File: config.mk
export PLATFORM = sky130hd
export DESIGN_NAME = alu_issue_ctrl_flat
export DESIGN_NICKNAME = d
export VERILOG_FILES = /design/src/rtl/alu_issue_ctrl_if.sv /design/src/rtl/alu_issue_ctrl.sv /design/src/flat_wrapper.sv
export SDC_FILE = /design/constraint.sdc
export NUM_CORES = 1
export LEC_CHECK = 0
export CORE_AREA = 3 3 164 166
export CTS_CLUSTER_SIZE = 28
export DETAILED_ROUTE_END_ITERATION = 10
export DIE_AREA = 0 0 167 169
export PLACE_DENSITY_LB_ADDON = 0.2
export SYNTH_ARGS = -nofsm -noshare
export SYNTH_HDL_FRONTEND = slang
export SYNTH_SLANG_ARGS = --single-unit
File: constraint.sdc
create_clock -name clk -period 6.5 [get_ports clk]
set_input_delay 1.3 -clock clk [delete_from_list [all_inputs] [get_ports clk]]
set_output_delay 1.3 -clock clk [all_outputs]
set_load 0.01 [all_outputs]
File: src/rtl/alu_issue_ctrl_if.sv
// Bundle of the issue controller's instruction, register-file, ALU,
// memory and performance-counter signals.
interface alu_issue_ctrl_if #(
    parameter int ADDR_W = 16
);
    logic              instr_valid;
    logic              instr_ready;
    logic [31:0]       instr;
    logic [3:0]        rf_raddr1;
    logic [3:0]        rf_raddr2;
    logic [31:0]       rf_rdata1;
    logic [31:0]       rf_rdata2;
    logic              rf_we;
    logic [3:0]        rf_waddr;
    logic [31:0]       rf_wdata;
    logic [31:0]       alu_src1;
    logic [31:0]       alu_src2;
    logic [3:0]        alu_op;
    logic [15:0]       alu_imm;
    logic              alu_s;
    logic [3:0]        alu_cond;
    logic [31:0]       alu_result;
    logic [3:0]        alu_flags;
    logic              mem_req;
    logic              mem_we;
    logic [ADDR_W-1:0] mem_addr;
    logic [31:0]       mem_wdata;
    logic              mem_ack;
    logic [31:0]       mem_rdata;
    logic [3:0]        flags;
    logic              retired;
    logic              skipped;
    logic [31:0]       perf_retired;
    logic [31:0]       perf_skipped;

    // Controller side.
    modport master (
        input  instr_valid, instr,
        input  rf_rdata1, rf_rdata2,
        input  alu_result, alu_flags,
        input  mem_ack, mem_rdata,
        output instr_ready,
        output rf_raddr1, rf_raddr2,
        output rf_we, rf_waddr, rf_wdata,
        output alu_src1, alu_src2, alu_op,
        output alu_imm, alu_s, alu_cond,
        output mem_req, mem_we, mem_addr, mem_wdata,
        output flags, retired, skipped,
        output perf_retired, perf_skipped
    );

    // Environment side: instruction source, register file, ALU, memory.
    modport slave (
        output instr_valid, instr,
        output rf_rdata1, rf_rdata2,
        output alu_result, alu_flags,
        output mem_ack, mem_rdata,
        input  instr_ready,
        input  rf_raddr1, rf_raddr2,
        input  rf_we, rf_waddr, rf_wdata,
        input  alu_src1, alu_src2, alu_op,
        input  alu_imm, alu_s, alu_cond,
        input  mem_req, mem_we, mem_addr, mem_wdata,
        input  flags, retired, skipped,
        input  perf_retired, perf_skipped
    );
endinterface

File: src/rtl/alu_issue_ctrl.sv
// Multi-cycle issue/sequencing controller around the combinational ALU.
// Define ISSUE_PERF_CNT_EN to build the retired/skipped counters.
module alu_issue_ctrl #(
    parameter int MUL_CYCLES = 3,
    parameter int ADDR_W     = 16
) (
    input logic              clk,
    input logic              reset,
    alu_issue_ctrl_if.master bus
);

    typedef enum logic [2:0] {
        IDLE,
        READ,
        EXEC,
        MEM,
        WB
    } state_t;

    state_t      state;
    state_t      state_nx;

    logic [31:0] ir;
    logic [31:0] op1;
    logic [31:0] op2;
    logic [31:0] res;
    logic [3:0]  res_fl;
    logic [3:0]  flags_q;
    logic [3:0]  cnt;
    logic        skip;

    logic [3:0]  cond;
    logic [3:0]  op;
    logic [3:0]  rd;
    logic [3:0]  rs1;
    logic [3:0]  rs2;
    logic [15:0] imm;

    logic        cond_ok;
    logic        is_mem;
    logic        is_nox;
    logic        wr_op;
    logic        fl_op;

    assign cond = ir[31:28];
    assign op   = ir[27:24];
    assign rd   = ir[22:19];
    assign rs1  = ir[18:15];
    assign rs2  = ir[14:11];
    assign imm  = ir[15:0];

    assign cond_ok = (cond == 4'd0) || (cond == flags_q);

    // Opcode classes: memory, no-execute, register write, flag update.
    always_comb begin
        is_mem = 1'b0;
        is_nox = 1'b0;
        wr_op  = 1'b0;
        fl_op  = 1'b0;
        unique case (op)
            4'b0000, 4'b0001, 4'b0010,
            4'b1000, 4'b1001, 4'b1010: begin
                wr_op = 1'b1;
                fl_op = 1'b1;
            end
            4'b0011, 4'b0100, 4'b0101,
            4'b0110, 4'b0111: wr_op = 1'b1;
            4'b1011: fl_op = 1'b1;
            4'b1100: begin
                is_nox = 1'b1;
                wr_op  = 1'b1;
            end
            4'b1101: begin
                is_mem = 1'b1;
                wr_op  = 1'b1;
            end
            4'b1110: is_mem = 1'b1;
            4'b1111: is_nox = 1'b1;
        endcase
    end

    // State register.
    always_ff @(posedge clk or posedge reset) begin
        if (reset) state <= IDLE;
        else       state <= state_nx;
    end

    // Next-state sequencing.
    always_comb begin
        state_nx = state;
        unique case (state)
            IDLE: if (bus.instr_valid) state_nx = READ;
            READ: begin
                if (!cond_ok)    state_nx = WB;
                else if (is_mem) state_nx = MEM;
                else if (is_nox) state_nx = WB;
                else             state_nx = EXEC;
            end
            EXEC: if (cnt == 4'd1) state_nx = WB;
            MEM:  if (bus.mem_ack) state_nx = WB;
            WB:   state_nx = IDLE;
            default: state_nx = IDLE;
        endcase
    end

    // Instruction, operand, result and flag registers.
    always_ff @(posedge clk or posedge reset) begin
        if (reset) begin
            ir      <= '0;
            op1     <= '0;
            op2     <= '0;
            res     <= '0;
            res_fl  <= '0;
            flags_q <= '0;
            cnt     <= '0;
            skip    <= 1'b0;
        end else begin
            unique case (state)
                IDLE: if (bus.instr_valid) ir <= bus.instr;
                READ: begin
                    op1  <= bus.rf_rdata1;
                    op2  <= bus.rf_rdata2;
                    skip <= !cond_ok;
                    cnt  <= (op == 4'b0010) ? 4'(MUL_CYCLES) : 4'd1;
                end
                EXEC: begin
                    cnt <= cnt - 4'd1;
                    if (cnt == 4'd1) begin
                        res    <= bus.alu_result;
                        res_fl <= bus.alu_flags;
                    end
                end
                MEM: if (bus.mem_ack) res <= bus.mem_rdata;
                WB: if (!skip && fl_op) flags_q <= res_fl;
                default: ;
            endcase
        end
    end

    assign bus.instr_ready = (state == IDLE);

    assign bus.rf_raddr1 = rs1;
    assign bus.rf_raddr2 = rs2;

    assign bus.rf_we    = (state == WB) && !skip && wr_op;
    assign bus.rf_waddr = rd;
    assign bus.rf_wdata = (op == 4'b1100) ? {16'd0, imm} : res;

    assign bus.alu_src1 = op1;
    assign bus.alu_src2 = op2;
    assign bus.alu_op   = op;
    assign bus.alu_imm  = imm;
    assign bus.alu_s    = ir[23];
    assign bus.alu_cond = 4'b0000;

    assign bus.mem_req   = (state == MEM);
    assign bus.mem_we    = (state == MEM) && (op == 4'b1110);
    assign bus.mem_addr  = op1[ADDR_W-1:0];
    assign bus.mem_wdata = op2;

    assign bus.flags   = flags_q;
    assign bus.retired = (state == WB) && !skip;
    assign bus.skipped = (state == WB) && skip;

`ifdef ISSUE_PERF_CNT_EN
    logic [31:0] perf_r;
    logic [31:0] perf_s;

    // Completion counters, free-running and wrapping.
    always_ff @(posedge clk or posedge reset) begin
        if (reset) begin
            perf_r <= '0;
            perf_s <= '0;
        end else begin
            if (bus.retired) perf_r <= perf_r + 32'd1;
            if (bus.skipped) perf_s <= perf_s + 32'd1;
        end
    end

    assign bus.perf_retired = perf_r;
    assign bus.perf_skipped = perf_s;
`else
    assign bus.perf_retired = '0;
    assign bus.perf_skipped = '0;
`endif

endmodule

File: src/flat_wrapper.sv
// flat-port wrapper written by rule: the top's interface ports become plain ports
module alu_issue_ctrl_flat 
#(
    parameter int MUL_CYCLES = 3,
    parameter int ADDR_W     = 16
)
  (clk, reset, bus_instr_valid, bus_instr, bus_rf_rdata1, bus_rf_rdata2, bus_alu_result, bus_alu_flags, bus_mem_ack, bus_mem_rdata, bus_instr_ready, bus_rf_raddr1, bus_rf_raddr2, bus_rf_we, bus_rf_waddr, bus_rf_wdata, bus_alu_src1, bus_alu_src2, bus_alu_op, bus_alu_imm, bus_alu_s, bus_alu_cond, bus_mem_req, bus_mem_we, bus_mem_addr, bus_mem_wdata, bus_flags, bus_retired, bus_skipped, bus_perf_retired, bus_perf_skipped);
  alu_issue_ctrl_if #(.ADDR_W(ADDR_W)) bus_i ();
  input logic clk;
  input logic reset;
  input wire logic [$bits(bus_i.instr_valid)-1:0] bus_instr_valid;
  input wire logic [$bits(bus_i.instr)-1:0] bus_instr;
  input wire logic [$bits(bus_i.rf_rdata1)-1:0] bus_rf_rdata1;
  input wire logic [$bits(bus_i.rf_rdata2)-1:0] bus_rf_rdata2;
  input wire logic [$bits(bus_i.alu_result)-1:0] bus_alu_result;
  input wire logic [$bits(bus_i.alu_flags)-1:0] bus_alu_flags;
  input wire logic [$bits(bus_i.mem_ack)-1:0] bus_mem_ack;
  input wire logic [$bits(bus_i.mem_rdata)-1:0] bus_mem_rdata;
  output wire logic [$bits(bus_i.instr_ready)-1:0] bus_instr_ready;
  output wire logic [$bits(bus_i.rf_raddr1)-1:0] bus_rf_raddr1;
  output wire logic [$bits(bus_i.rf_raddr2)-1:0] bus_rf_raddr2;
  output wire logic [$bits(bus_i.rf_we)-1:0] bus_rf_we;
  output wire logic [$bits(bus_i.rf_waddr)-1:0] bus_rf_waddr;
  output wire logic [$bits(bus_i.rf_wdata)-1:0] bus_rf_wdata;
  output wire logic [$bits(bus_i.alu_src1)-1:0] bus_alu_src1;
  output wire logic [$bits(bus_i.alu_src2)-1:0] bus_alu_src2;
  output wire logic [$bits(bus_i.alu_op)-1:0] bus_alu_op;
  output wire logic [$bits(bus_i.alu_imm)-1:0] bus_alu_imm;
  output wire logic [$bits(bus_i.alu_s)-1:0] bus_alu_s;
  output wire logic [$bits(bus_i.alu_cond)-1:0] bus_alu_cond;
  output wire logic [$bits(bus_i.mem_req)-1:0] bus_mem_req;
  output wire logic [$bits(bus_i.mem_we)-1:0] bus_mem_we;
  output wire logic [$bits(bus_i.mem_addr)-1:0] bus_mem_addr;
  output wire logic [$bits(bus_i.mem_wdata)-1:0] bus_mem_wdata;
  output wire logic [$bits(bus_i.flags)-1:0] bus_flags;
  output wire logic [$bits(bus_i.retired)-1:0] bus_retired;
  output wire logic [$bits(bus_i.skipped)-1:0] bus_skipped;
  output wire logic [$bits(bus_i.perf_retired)-1:0] bus_perf_retired;
  output wire logic [$bits(bus_i.perf_skipped)-1:0] bus_perf_skipped;
  assign bus_i.instr_valid = bus_instr_valid;
  assign bus_i.instr = bus_instr;
  assign bus_i.rf_rdata1 = bus_rf_rdata1;
  assign bus_i.rf_rdata2 = bus_rf_rdata2;
  assign bus_i.alu_result = bus_alu_result;
  assign bus_i.alu_flags = bus_alu_flags;
  assign bus_i.mem_ack = bus_mem_ack;
  assign bus_i.mem_rdata = bus_mem_rdata;
  assign bus_instr_ready = bus_i.instr_ready;
  assign bus_rf_raddr1 = bus_i.rf_raddr1;
  assign bus_rf_raddr2 = bus_i.rf_raddr2;
  assign bus_rf_we = bus_i.rf_we;
  assign bus_rf_waddr = bus_i.rf_waddr;
  assign bus_rf_wdata = bus_i.rf_wdata;
  assign bus_alu_src1 = bus_i.alu_src1;
  assign bus_alu_src2 = bus_i.alu_src2;
  assign bus_alu_op = bus_i.alu_op;
  assign bus_alu_imm = bus_i.alu_imm;
  assign bus_alu_s = bus_i.alu_s;
  assign bus_alu_cond = bus_i.alu_cond;
  assign bus_mem_req = bus_i.mem_req;
  assign bus_mem_we = bus_i.mem_we;
  assign bus_mem_addr = bus_i.mem_addr;
  assign bus_mem_wdata = bus_i.mem_wdata;
  assign bus_flags = bus_i.flags;
  assign bus_retired = bus_i.retired;
  assign bus_skipped = bus_i.skipped;
  assign bus_perf_retired = bus_i.perf_retired;
  assign bus_perf_skipped = bus_i.perf_skipped;
  alu_issue_ctrl #(.MUL_CYCLES(MUL_CYCLES), .ADDR_W(ADDR_W)) u_core (.clk(clk), .reset(reset), .bus(bus_i));
endmodule
---- After elaboration in Yosys (flattened, before gate mapping) ----
Index checks and enable logic that the tools add are counted.
word-level totals
  output and inout bits ................... 255
  logic and storage cells ................. 73
  flip-flop bits (word level) ............. 144
  input port bits ......................... 168
cells by class
  add/sub/neg operators ................... 1
  equal/unequal tests ..................... 24
  muxes and demuxes ....................... 17
  reduce and logical (&&, ||, !) cells .... 22
operators by type and width
  cell                   number
  $mux W32               3
  $pmux W32 S2           1
  $eq A4 B4 Y1 const B   8
  $mux W3                6
  $eq A4 B3 Y1 const B   4
  $reduce_or A13 Y1      1
  $pmux W3 S4            1
  $eq A4 B1 Y1 const B   2
  $eq A4 B2 Y1 const B   2
  $logic_not A4 Y1       2
  $pmux W4 S2            1
  $reduce_or A7 Y1       1
  $eq A3 B2 Y1 const B   2
  $reduce_and A2 Y1      3
  $reduce_and A3 Y1      2
  $logic_and A1 B1 Y1    5
  $eq A4 B4 Y1           1
  $mux W1                4
  $ne A2 B2 Y1 const B   2
  $reduce_bool A2 Y1     2
  $reduce_or A2 Y1       2
  $sub A4 B1 Y4 const B  1
  $eq A3 B1 Y1 const B   1
  $eq A3 B3 Y1 const B   1
  5 further kinds        6

---- Depth between registers and ports, before layout ----
  depth after elaboration ................. 7
  mapped depth ............................ 6
  gate-level depth less buffers ........... 5

---- Least setup slack after synthesis ----
OpenSTA, ideal clock, no wires.
  kind .................................... reg-to-output
  start point ............................. reg u_core.ir[26]
  end point ............................... out bus_rf_wdata[10]
  stages on the path, launching flop included .. 5
  data required time ...................... 5,200 ps
  buffers on the path ..................... 1
  slack ................................... 3,664 ps
  arrival ................................. 1,536 ps
  path through ............................ dfrtp_1 nand2_1 nor3_1 buf_2 mux2_2
between the ends
  word-level cells in the longest chain between the ends .. 2
ends and longest elaborated chain
  what                      RTL line               RTL
  start: declaration        alu_issue_ctrl.sv:23   logic [31:0] ir;
  start signal: assignment  alu_issue_ctrl.sv:119  IDLE: if (bus.instr_valid) ir <= bus.instr;
  $eq A4 B4 Y1              alu_issue_ctrl.sv:147  assign bus.rf_wdata = (op == 4'b1100) ? {16'd0, imm} : res;
  $mux W32                  alu_issue_ctrl.sv:147
  end: declaration          flat_wrapper.sv:24     output wire logic [$bits(bus_i.rf_wdata)-1:0] bus_rf_wdata;
Every way passes these cells.

---- Worst setup path after layout ----
  start point ............................. reg u_core.state[1]
  end point ............................... out bus_mem_we
between the ends
  word-level cells in the longest chain between the ends .. 2
ends and longest elaborated chain
  what                      RTL line               RTL
  start: declaration        alu_issue_ctrl.sv:20   state_t state;
  start signal: assignment  alu_issue_ctrl.sv:85   else state <= state_nx;
  $eq A3 B2 Y1              alu_issue_ctrl.sv:157  assign bus.mem_we = (state == MEM) && (op == 4'b1110);
  $logic_and A1 B1 Y1       alu_issue_ctrl.sv:157
  end: declaration          flat_wrapper.sv:32     output wire logic [$bits(bus_i.mem_we)-1:0] bus_mem_we;
Every way passes these cells.

==> results.yml <==
run_status:
  outcome: "finished clean"
worst_setup_path:
  critPathCaptureType: "primary output"
  rr_endpoint: "u_core.ir[4]"
  critPathCapture: "bus_mem_we"
  crit_path_max_fanout: 16
  cp-startpoint: "u_core.state[1]"
  critPathLaunchType: "register"
  r2r_start: "u_core.state[0]"
  rrSetupSlack_ns: 4.10
  arrival_ns: 2.44
  critical_path_class: "reg -> out"
  worstRegToRegCells: 3
  crit_required_ns: 5.20
sta:
  setup_tns_ns: 0
  period_share_pct: 57.6
  max_slew.worst_pin.slew_ns: 0.972
  finalSetupViolations: 0
  relSlewSlack_pct: 35.2
  final.min_clock_period_ns: 3.74
  clock-skew-final_ns: 0.0155
  fmax_mhz: 267
  grt_setup_unrepaired: "false"
  slew_viol_final: 0
  hold_ws_ns: 0.489
  finalHoldViolations: 0
logic_synthesis:
  ys_types: 46
  yosysWarnings: 0
  synth-seq-cells: 144
  syn_avg_cell_area_um2: 12.5
  synthArstFlopShare_pct: 100
  synth_edf_count: 0
  synthFlopType: "dfrtp_1"
  syn_inst: 591
  yosysSeqAreaShare_pct: 48.9
  syn_area_mm2: 0.00737
clock_tree:
  numCtsBuffers: 17
  ctsRootBufferMaster: "clkbuf_16"
  clock_sinks: 144
  cts_buffer_depth: 2
  clk_pin_slew_worst_paths_ns: 0.06
  h-tree-depth: 4
  cts_tree: "built"
  holdBufCountCts: 0
  post_cts_buffers: 0
  cts.repair.resized: 0
  clk_latency_ns: 0.42
placed_design:
  hpwlAfterDp_um: 15100
  gp_congestion: 0.766
  io_buffers: 354
detailed_routing:
  wirelength_um: 20400
  via_per_inst: 4.21
  post_drt_wl_per_cell_um: 16.9
  drc: 0
  antenna_left: 0
  drt_iter0_drc: 240
  vias: 5088
  drt_first_pass_iters: 4
cells_and_area:
  area_delta_synth_final_pct: 49.1
  drive_gt1_share_pct: 26.3
  fin_nets: 1030
  antenna_cells: 0
floorplan:
  coreArea_mm2: 0.0258
  die-area_mm2: 0.0282
  rows: 59
  start_util_pct: 28.6
  io_pins: 423
  chipHeight_um: 169
  fp.dieW_um: 167
global_routing:
  antenna_found_initial: 0
  grt_overflow: 0
  grt_max_degree: 103
  grt_pass1_vias: 5326
  grt_pass1_wl_um: 31200
  track_usage_pct: 14.0
power_and_ir_drop:
  vdd_drop_max_uv: 228
  powerDensity_mw_per_mm2: 502
  p_leak_uw: 0.00443
hold_path:
  hold_class: "reg -> reg"
flow_run:
  maxCapViolCount: 0
placed cells by master (no fill, tap or decap), drive strengths merged, types with 3 or more instances in the layout:
cell type,synthesis,final
nor2b,19,19
dfrtp,144,144
mux2,121,121
o21ai,5,5
buf,166,4
nand2,5,5
or2,33,33
clkdlybuf4s50,0,354
nor3,3,3
clkbuf,9,20
clkinv,0,3
o221a,33,33
conb,1,68
xnor2,4,4
inv,8,13
nor2,6,6
sequential cells by signal, indices dropped and copies added (netlist names):
signal               count
u_core.res_fl            4
u_core.cnt               4
u_core.bus.flags         4
u_core.bus.alu_src2     32
u_core.bus.alu_src1     32
u_core.state             3
u_core.res              32
u_core.skip              1
u_core.ir               32
worst max-delay path, cell delays in order, from the launching register on:
cell and delay [ns]:
dfrtp_1 0.69, nor2b_1 0.42, nand2_1 0.12, inv_1 0.11, and3_1 0.15, clkdlybuf4s50_1 0.54
worst min-delay path by stage:
stage | startpoint | to | slack [ns] | depth (start not counted)
2_1_floorplan | u_core.ir[21] | u_core.ir[21] | 0.46 | 1
3_3_place_gp | u_core.ir[21] | u_core.ir[21] | 0.48 | 1
3_5_place_dp | u_core.ir[21] | u_core.ir[21] | 0.47 | 1
4_1_cts | u_core.ir[21] | u_core.ir[21] | 0.49 | 1
5_1_grt | u_core.ir[21] | u_core.ir[21] | 0.51 | 1
6_report | u_core.ir[21] | u_core.ir[21] | 0.49 | 1
report_power, final:
| group | total (uW) | internal (uW) | switching (uW) | leakage, uW |
|---|---|---|---|---|
| Combinational | 2760 | 1750 | 1010 | 0.00245 |
| Sequential | 1750 | 1360 | 390 | 0.00169 |
| Clock | 1010 | 596 | 413 | 0.000290 |
synth_stat cells (2+ instances only):
cell / count / area share (%)
dfrtp_1: 144 / 49
buf_2: 14 / 0.95
xnor2_1: 4 / 0.48
buf_4: 151 / 15
a31oi_1: 2 / 0.17
nor2b_1: 19 / 1.6
nand2b_1: 2 / 0.17
ha_1: 2 / 0.34
inv_1: 8 / 0.41
clkbuf_1: 8 / 0.41
o21ai_0: 5 / 0.34
a21oi_1: 2 / 0.14
nor4_1: 2 / 0.17
mux2_2: 119 / 18
and3_1: 2 / 0.17
nor2_1: 6 / 0.31
nor3_1: 3 / 0.20
o221ai_1: 2 / 0.24
or2_2: 33 / 2.8
mux2_1: 2 / 0.31
o221a_2: 33 / 5.0
nand2_1: 4 / 0.20
stage by stage:
step | utilization, % | power, uW | worst slack [ns] | area, um2 | cells
floorplan | - | 3350 | 1.33 | 7620 | 658
global placement | 40.3 | 4550 | 3.18 | 10400 | 1176
detailed placement | 40.3 | 4560 | 3.16 | 10400 | 1176
CTS | 42.6 | 5610 | 2.74 | 11000 | 1208
global route | 42.6 | 5860 | 2.56 | 11000 | 1208
finish | 42.6 | 5510 | 2.76 | 11000 | 1208
layout make-up:
| cell class | count | area, um2 |
|---|---|---|
| Inverter | 8 | 35.0 |
| Timing Repair Buffer | 358 | 3570 |
| Clock buffer | 20 | 457 |
| Sequential cell | 144 | 3600 |
| Fill cell | 2442 | 14800 |
| Multi-Input combinational cell | 331 | 2750 |
| Clock inverter | 12 | 148 |
| Tap cell | 335 | 419 |
kinds of logic after synthesis:
family	share of synthesized area [%]
adder cells (fa/ha/maj)	0.340
XOR/XNOR	0.594
other	0.0509
AO/OA/AOI/OAI	7.13
flip-flops	48.9
AND/OR/NAND/NOR	7.11
multiplexers	18.5
buffers and inverters	17.4
metal layers:
layer | share of wire [%] | global-route usage (%) | routed length, um
met5 | 0 | 0 | 0
met4 | 1.1 | 3.30 | 217
met3 | 10 | 6.38 | 2110
met2 | 48 | 23.5 | 9890
met1 | 40 | 16.3 | 8220
(Power assumes the default switching activity.)
